$ cat config.mk
export PLATFORM = sky130hd
export DESIGN_NAME = light_channel_arbiter_flat
export DESIGN_NICKNAME = d
export VERILOG_FILES = /design/src/rtl/light_channel_arbiter_if.sv /design/src/rtl/light_channel_arbiter.sv /design/src/flat_wrapper.sv
export SDC_FILE = /design/constraint.sdc
export NUM_CORES = 1
export LEC_CHECK = 0
export CORE_UTILIZATION = 43
export CTS_BUF_LIST = sky130_fd_sc_hd__clkbuf_16
export CTS_CLUSTER_SIZE = 25
export DETAILED_ROUTE_END_ITERATION = 16
export GPL_TIMING_DRIVEN = 1
export MAX_ROUTING_LAYER = met4
export PLACE_DENSITY = 0.64
export SKIP_LAST_GASP = 1
export SLEW_MARGIN = 20
export SYNTH_ARGS = -nofsm -noshare
export SYNTH_HDL_FRONTEND = slang
export SYNTH_SLANG_ARGS = --single-unit
$ cat constraint.sdc
create_clock -name clk_i -period 1.6 [get_ports clk_i]
set_input_delay 0.4 -clock clk_i [delete_from_list [all_inputs] [get_ports clk_i]]
set_output_delay 0.4 -clock clk_i [all_outputs]
set_load 0.005 [all_outputs]
$ cat src/rtl/light_channel_arbiter_if.sv
// rtl/light_channel_arbiter_if.sv - ESP remote command valid/ready handshake bundle
// Ports (signals):
//   esp_valid  ESP command valid              (master -> slave)
//   esp_ch     target LED channel, CH_W bits  (master -> slave)
//   esp_on     requested LED state            (master -> slave)
//   esp_ready  controller accepts this cycle  (slave -> master)
interface light_channel_arbiter_if #(
    parameter int CH_W = 2
);
    logic            esp_valid;
    logic [CH_W-1:0] esp_ch;
    logic            esp_on;
    logic            esp_ready;

    modport master (
        output esp_valid,
        output esp_ch,
        output esp_on,
        input  esp_ready
    );

    modport slave (
        input  esp_valid,
        input  esp_ch,
        input  esp_on,
        output esp_ready
    );
endinterface

$ cat src/rtl/light_channel_arbiter.sv
// rtl/light_channel_arbiter.sv - per-channel LED arbiter: ESP remote vs debounced pushbutton with auto-off
// Ports:
//   clk_i      system clock, rising edge
//   rst_ni     asynchronous active-low reset
//   clr_i      synchronous clear, all channels off, blocks ESP acceptance
//   sw_mode_i  per-channel source: 1 = local pushbutton, 0 = ESP remote
//   pb_i       raw asynchronous pushbuttons, active-high
//   esp        ESP command handshake (slave side)
//   err_o      1-cycle pulse: accepted command was rejected
//   led_o      registered LED drive
//   event_o    1-cycle pulse on each LED change
module light_channel_arbiter #(
    parameter int N_CH       = 4,
    parameter int CH_W       = 2,
    parameter int DEB_CYCLES = 4,
    parameter int TIMEOUT    = 1000
) (
    input  logic                        clk_i,
    input  logic                        rst_ni,
    input  logic                        clr_i,
    input  logic [N_CH-1:0]             sw_mode_i,
    input  logic [N_CH-1:0]             pb_i,
    light_channel_arbiter_if.slave      esp,
    output logic                        err_o,
    output logic [N_CH-1:0]             led_o,
    output logic [N_CH-1:0]             event_o
);
    localparam int DW = (DEB_CYCLES > 1) ? $clog2(DEB_CYCLES) : 1;
    localparam int TW = (TIMEOUT > 1) ? $clog2(TIMEOUT) : 1;
    localparam logic [DW-1:0] DEB_LAST = DW'((DEB_CYCLES > 0) ? DEB_CYCLES - 1 : 0);
    localparam logic [TW-1:0] TMR_LAST = TW'((TIMEOUT > 0) ? TIMEOUT - 1 : 0);

    logic [N_CH-1:0] pb_meta_q, pb_sync_q;
    logic [N_CH-1:0] deb_q, deb_d;
    logic [DW-1:0]   deb_cnt_q [N_CH];
    logic [DW-1:0]   deb_cnt_d [N_CH];
    logic [TW-1:0]   tmr_q [N_CH];
    logic [TW-1:0]   tmr_d [N_CH];
    logic [N_CH-1:0] led_q, led_d;
    logic [N_CH-1:0] event_q;
    logic            err_q, err_d;
    logic            ready_q, ready_d;

    logic [N_CH-1:0] press;
    logic [N_CH-1:0] hit_ch;
    logic [N_CH-1:0] cmd_hit;
    logic [31:0]     ch_ext;
    logic            accept;
    logic            reject;

    // READY is masked by clr_i so a command offered during a clear is never taken.
    assign esp.esp_ready = ready_q & ~clr_i;
    assign accept        = esp.esp_valid & esp.esp_ready;
    assign ch_ext        = {{(32 - CH_W){1'b0}}, esp.esp_ch};

    // Debouncer: the level flips only after DEB_CYCLES consecutive synced samples
    // that disagree with it; the press pulse fires on the same cycle as a 0->1 flip.
    always_comb begin
        deb_d = deb_q;
        press = '0;
        for (int i = 0; i < N_CH; i++) begin
            deb_cnt_d[i] = '0;
            if (pb_sync_q[i] != deb_q[i]) begin
                if (deb_cnt_q[i] == DEB_LAST) begin
                    deb_d[i] = pb_sync_q[i];
                    press[i] = pb_sync_q[i];
                end else begin
                    deb_cnt_d[i] = deb_cnt_q[i] + DW'(1);
                end
            end
        end
    end

    // Command decode: an out-of-range index matches no channel, which is the reject path.
    always_comb begin
        hit_ch = '0;
        for (int i = 0; i < N_CH; i++) begin
            hit_ch[i] = (ch_ext == 32'(i));
        end
        reject  = accept & (~(|hit_ch) | (|(hit_ch & sw_mode_i)));
        cmd_hit = accept ? (hit_ch & ~sw_mode_i) : '0;
        err_d   = reject;
        ready_d = ~accept;
    end

    // Per-channel next state: clear > command/press > timeout expiry.
    always_comb begin
        led_d = led_q;
        for (int i = 0; i < N_CH; i++) begin
            tmr_d[i] = '0;
            if (clr_i) begin
                led_d[i] = 1'b0;
            end else if (cmd_hit[i]) begin
                led_d[i] = esp.esp_on;
            end else if (press[i] && sw_mode_i[i]) begin
                led_d[i] = ~led_q[i];
            end else if ((TIMEOUT > 0) && led_q[i]) begin
                if (tmr_q[i] == TMR_LAST) begin
                    led_d[i] = 1'b0;
                end else begin
                    tmr_d[i] = tmr_q[i] + TW'(1);
                end
            end
        end
    end

    always_ff @(posedge clk_i or negedge rst_ni) begin
        if (!rst_ni) begin
            pb_meta_q <= '0;
            pb_sync_q <= '0;
            deb_q     <= '0;
            led_q     <= '0;
            event_q   <= '0;
            err_q     <= 1'b0;
            ready_q   <= 1'b0;
            for (int i = 0; i < N_CH; i++) begin
                deb_cnt_q[i] <= '0;
                tmr_q[i]     <= '0;
            end
        end else begin
            pb_meta_q <= pb_i;
            pb_sync_q <= pb_meta_q;
            deb_q     <= deb_d;
            led_q     <= led_d;
            event_q   <= led_d ^ led_q;
            err_q     <= err_d;
            ready_q   <= ready_d;
            for (int i = 0; i < N_CH; i++) begin
                deb_cnt_q[i] <= deb_cnt_d[i];
                tmr_q[i]     <= tmr_d[i];
            end
        end
    end

    assign led_o   = led_q;
    assign event_o = event_q;
    assign err_o   = err_q;
endmodule

$ cat src/flat_wrapper.sv
// flat-port wrapper written by rule: the top's interface ports become plain ports
module light_channel_arbiter_flat 
#(
    parameter int N_CH       = 4,
    parameter int CH_W       = 2,
    parameter int DEB_CYCLES = 4,
    parameter int TIMEOUT    = 1000
)
  (clk_i, rst_ni, clr_i, sw_mode_i, pb_i, err_o, led_o, event_o, esp_esp_valid, esp_esp_ch, esp_esp_on, esp_esp_ready);
  light_channel_arbiter_if #(.CH_W(CH_W)) esp_i ();
  input  logic clk_i;
  input  logic rst_ni;
  input  logic clr_i;
  input  logic [N_CH-1:0] sw_mode_i;
  input  logic [N_CH-1:0] pb_i;
  output logic err_o;
  output logic [N_CH-1:0] led_o;
  output logic [N_CH-1:0] event_o;
  input wire logic [$bits(esp_i.esp_valid)-1:0] esp_esp_valid;
  input wire logic [$bits(esp_i.esp_ch)-1:0] esp_esp_ch;
  input wire logic [$bits(esp_i.esp_on)-1:0] esp_esp_on;
  output wire logic [$bits(esp_i.esp_ready)-1:0] esp_esp_ready;
  assign esp_i.esp_valid = esp_esp_valid;
  assign esp_i.esp_ch = esp_esp_ch;
  assign esp_i.esp_on = esp_esp_on;
  assign esp_esp_ready = esp_i.esp_ready;
  light_channel_arbiter #(.N_CH(N_CH), .CH_W(CH_W), .DEB_CYCLES(DEB_CYCLES), .TIMEOUT(TIMEOUT)) u_core (.clk_i(clk_i), .rst_ni(rst_ni), .clr_i(clr_i), .sw_mode_i(sw_mode_i), .pb_i(pb_i), .esp(esp_i), .err_o(err_o), .led_o(led_o), .event_o(event_o));
endmodule
==> summary.txt <==
Run status
  – Run status: finished, violations left
  – Failing checks: negative setup slack

Finish
  – Area grow syn2layout: 37.2%
  – Storage element area: 0.00175 sq mm
  – Most frequent cells in the layout: 68 x dfrtp_1, 44 x buf_4, 29 x nor2_1
  – Filler cells: 613
  – Multi-input combinational cell area: approximately 0.0016 sq mm
  – Layout cell share with drive strength beyond 1: 30.1%
  – Final design utilization: about three fifths
  – Nets@finish: ~390
  – Most common cell after layout, fill and taps aside: dfrtp_1
  – # diodes: 0
  – Design Area, Final: approximately 0.0044 sq mm

Worst setup path
  – CP max FO: 5
  – Worst setup EP type: flip-flop
  – Critical Path AT: around 2 ns
  – Worst Setup Start Kind: flip-flop
  – Worst Path Required: 1.86 ns
  – Critical setup path kind: reg -> reg
  – Reg2reg path depth: 6

Floorplanning
  – Starting Density: 44.2%
  – Die Span Y: between 80 and 90 um
  – # IOs: 25
  – Die X-Extent: 88.1 um
  – Core area: 0.00721 sq mm
  – Row count: 31
  – Die ar.: 0.00776 sq mm

Place
  – Number of buffers added on ports: 24
  – HPWL after detailed placement: slightly above 4000 um
  – Placement Cell Area: 0.00380 sq mm
  – Post-place setup slack: -0.544 ns
  – GPL Wtd Cong: roughly 0.77

Pwr
  – Total power per unit cell area: 998 mW/mm^2
  – Leak pwr: 1.86 nW
  – Tot Pwr: 0.00436 W
  – Max VDD drop: between 1 and 1.5 mV

Route
  – Via count: approximately 2,400
  – DRC viols: 0
  – Routed WL per cell: 13.9 um
  – WL final: ~6500 um
  – Router iterations before antenna repair: 4
  – Vias per Instance: between 5 and 6
  – Antenna violation net count after detailed routing: 0
  – Initial DRC count: 66

Global routing
  – GR Overflow Total: 0
  – Overall routing resource usage: 19.1%
  – Busiest grt layer: met2
  – Vias in the first global route: approximately 2,400
  – GR Util met3: between 5 and 6%
  – GR Util met1: around 22%
  – Initial antenna violation count: 0
  – Global-route wire length before repair: between 10,000 and 15,000 um
  – GR Layer Usage met2: 30.9%
  – Largest net degree at the start of global routing: between 70 and 80

Synthesis
  – Gate Count Post-Synth: 285
  – Main synth FF type: dfrtp_1
  – Synth area leader: dfrtp_1
  – Sequential fraction of the synthesis area: about 55%
  – Flops & latches, synth: 70
  – Ys Warns: 0
  – Cell area after synthesis: 0.00319 sq mm
  – Top cells by area, synth: dfrtp_1 55%, xnor2_1 6.9%, nor2_1 4.4%, ha_1 3.1%, xor2_1 3.0%
  – Post-Syn Nets: roughly 310
  – Syn_area_per_cell: 11.2 sq um
  – Top cell type's share of synthesized area: a little over half
  – Synth async-reset ratio: 100%
  – Post-synth cell types: 45
  – EDFF count, synth: 0

Timing
  – Max Slew Vio Count: 0
  – Final setup viols: 20
  – Slew HR: between 60% and 70%
  – RSZ-0062 raised after global routing: yes
  – Fin. Hold Viols: 0
  – Clock skew: a little over 0.005 ns
  – Fin crit period: roughly 1.7 ns
  – Setup WS post-layout: -0.0816 ns
  – Tcrit/Tclk final: 105%
  – Worst Max-Slew Pin Slew: 0.559 ns
  – Max Clk Rate: slightly below 600 MHz

Clock network
  – Worst skew pair latency: 0.33 ns
  – Clk buf depth: 2
  – Clk Tree Root Cell: clkbuf_16
  – Clock sinks: 70
  – Inserted Clock Buffers: 9
  – H-tree levels: 3
  – Clock transition at the registers of the reported paths: about 0.060 ns
  – CTS Hold Buffers Added: 0
  – CTS tree: built

Worst hold path
  – Min-delay worst type: in -> async

Flow run
  – Number of max-cap violations: 0
==> critical path, stage by stage, from the launching register on <==
cell      delay, ns
dfrtp_1        0.38
ha_2           0.19
nand4b_1       0.15
o31ai_2        0.10
or4b_4         0.52
buf_8          0.17
nor2_4         0.10
==> final timing paths <==
kind | from | slack [ns] | to
min in group clk_i | u_core.pb_meta_q[3] | 0.34 | u_core.pb_sync_q[3]
setup / recovery | u_core.deb_cnt_q[4] | -0.08 | u_core.tmr_q[24]
setup reg to reg | u_core.deb_cnt_q[4] | -0.08 | u_core.tmr_q[24]
hold / removal | rst_ni | 0.08 | u_core.tmr_q[2]
max in group asynchronous | rst_ni | 1.20 | u_core.led_o[0]
hold reg to reg | u_core.pb_meta_q[3] | 0.34 | u_core.pb_sync_q[3]
==> per-stage QoR <==
step           hold WS (ns)  std cells  setup TNS, ns
6_report             0.0763        468         -0.737
5_1_grt              0.0994        468          -1.87
4_1_cts              0.0970        466         -0.788
3_5_place_dp          0.338        439         -20.51
3_3_place_gp          0.333        439         -19.21
2_1_floorplan         0.104        285              0
==> final cells by class <==
cell class              instances  share of cell area, %
flip-flops and latches         70                   40.1
well taps                      99                   2.83
multi-input cells             201                   35.7
inverters                      11                  0.944
repair buffers                 73                   14.6
clock buffers                   9                   5.15
clock inverters                 5                  0.658
==> routing by layer <==
metal	vias to the layer above	wire (um)	part of all wire [%]
li1	1155	-	-
met1	1157	2850	44
met2	35	3320	51
met3	16	207	3.2
met4	0	141	2.2
met5	-	0	0
==> Yosys cell counts, drive strengths merged (3+ instances only) <==
master / n
a21oi: 4
a31oi: 3
and3: 5
and4: 3
dfrtp: 70
ha: 8
inv: 11
mux2: 4
nand2: 17
nand3: 12
nand4: 7
nand4b: 7
nor2: 47
nor2b: 6
nor3: 11
o21ai: 3
o41ai: 3
or3: 4
xnor2: 25
xor2: 11
==> power breakdown <==
| part | internal [W] | total, W | switching (W) |
|---|---|---|---|
| sequential | 0.00193 | 0.00204 | 0.000107 |
| clock | 0.00102 | 0.00173 | 0.000710 |
| combinational | 0.000345 | 0.000595 | 0.000250 |
==> flip-flops by register name, summed over array words and instances (netlist names) <==
name and flops:
u_core.led_o 4, u_core.ready_q 1, u_core.event_o 4, u_core.deb_cnt_q 8, u_core.tmr_q 40, u_core.pb_meta_q 4
u_core.deb_q 4, u_core.pb_sync_q 4, u_core.err_o 1
==> cell families (layout without fill, tap and decap cells) <==
| kind of cell | count (synthesis) | in the layout | synth area share [%] |
|---|---|---|---|
| simple gates | 127 | 127 | 22.1 |
| flops | 70 | 70 | 55.0 |
| xor+xnor | 36 | 36 | 9.89 |
| compound gates | 24 | 24 | 5.38 |
| buf+inv | 14 | 98 | 1.92 |
| fa+ha+maj | 8 | 8 | 3.14 |
| mux | 6 | 6 | 2.55 |
==> timing repair <==
item,4_1_cts,5_1_grt
setup buffers,11,2
resized for setup,28,31
cloned,2,0
hold endpoints to repair,0,0
pin swaps,16,5
setup endpoints to repair,41,49
Power figures use the tool's default switching activity.
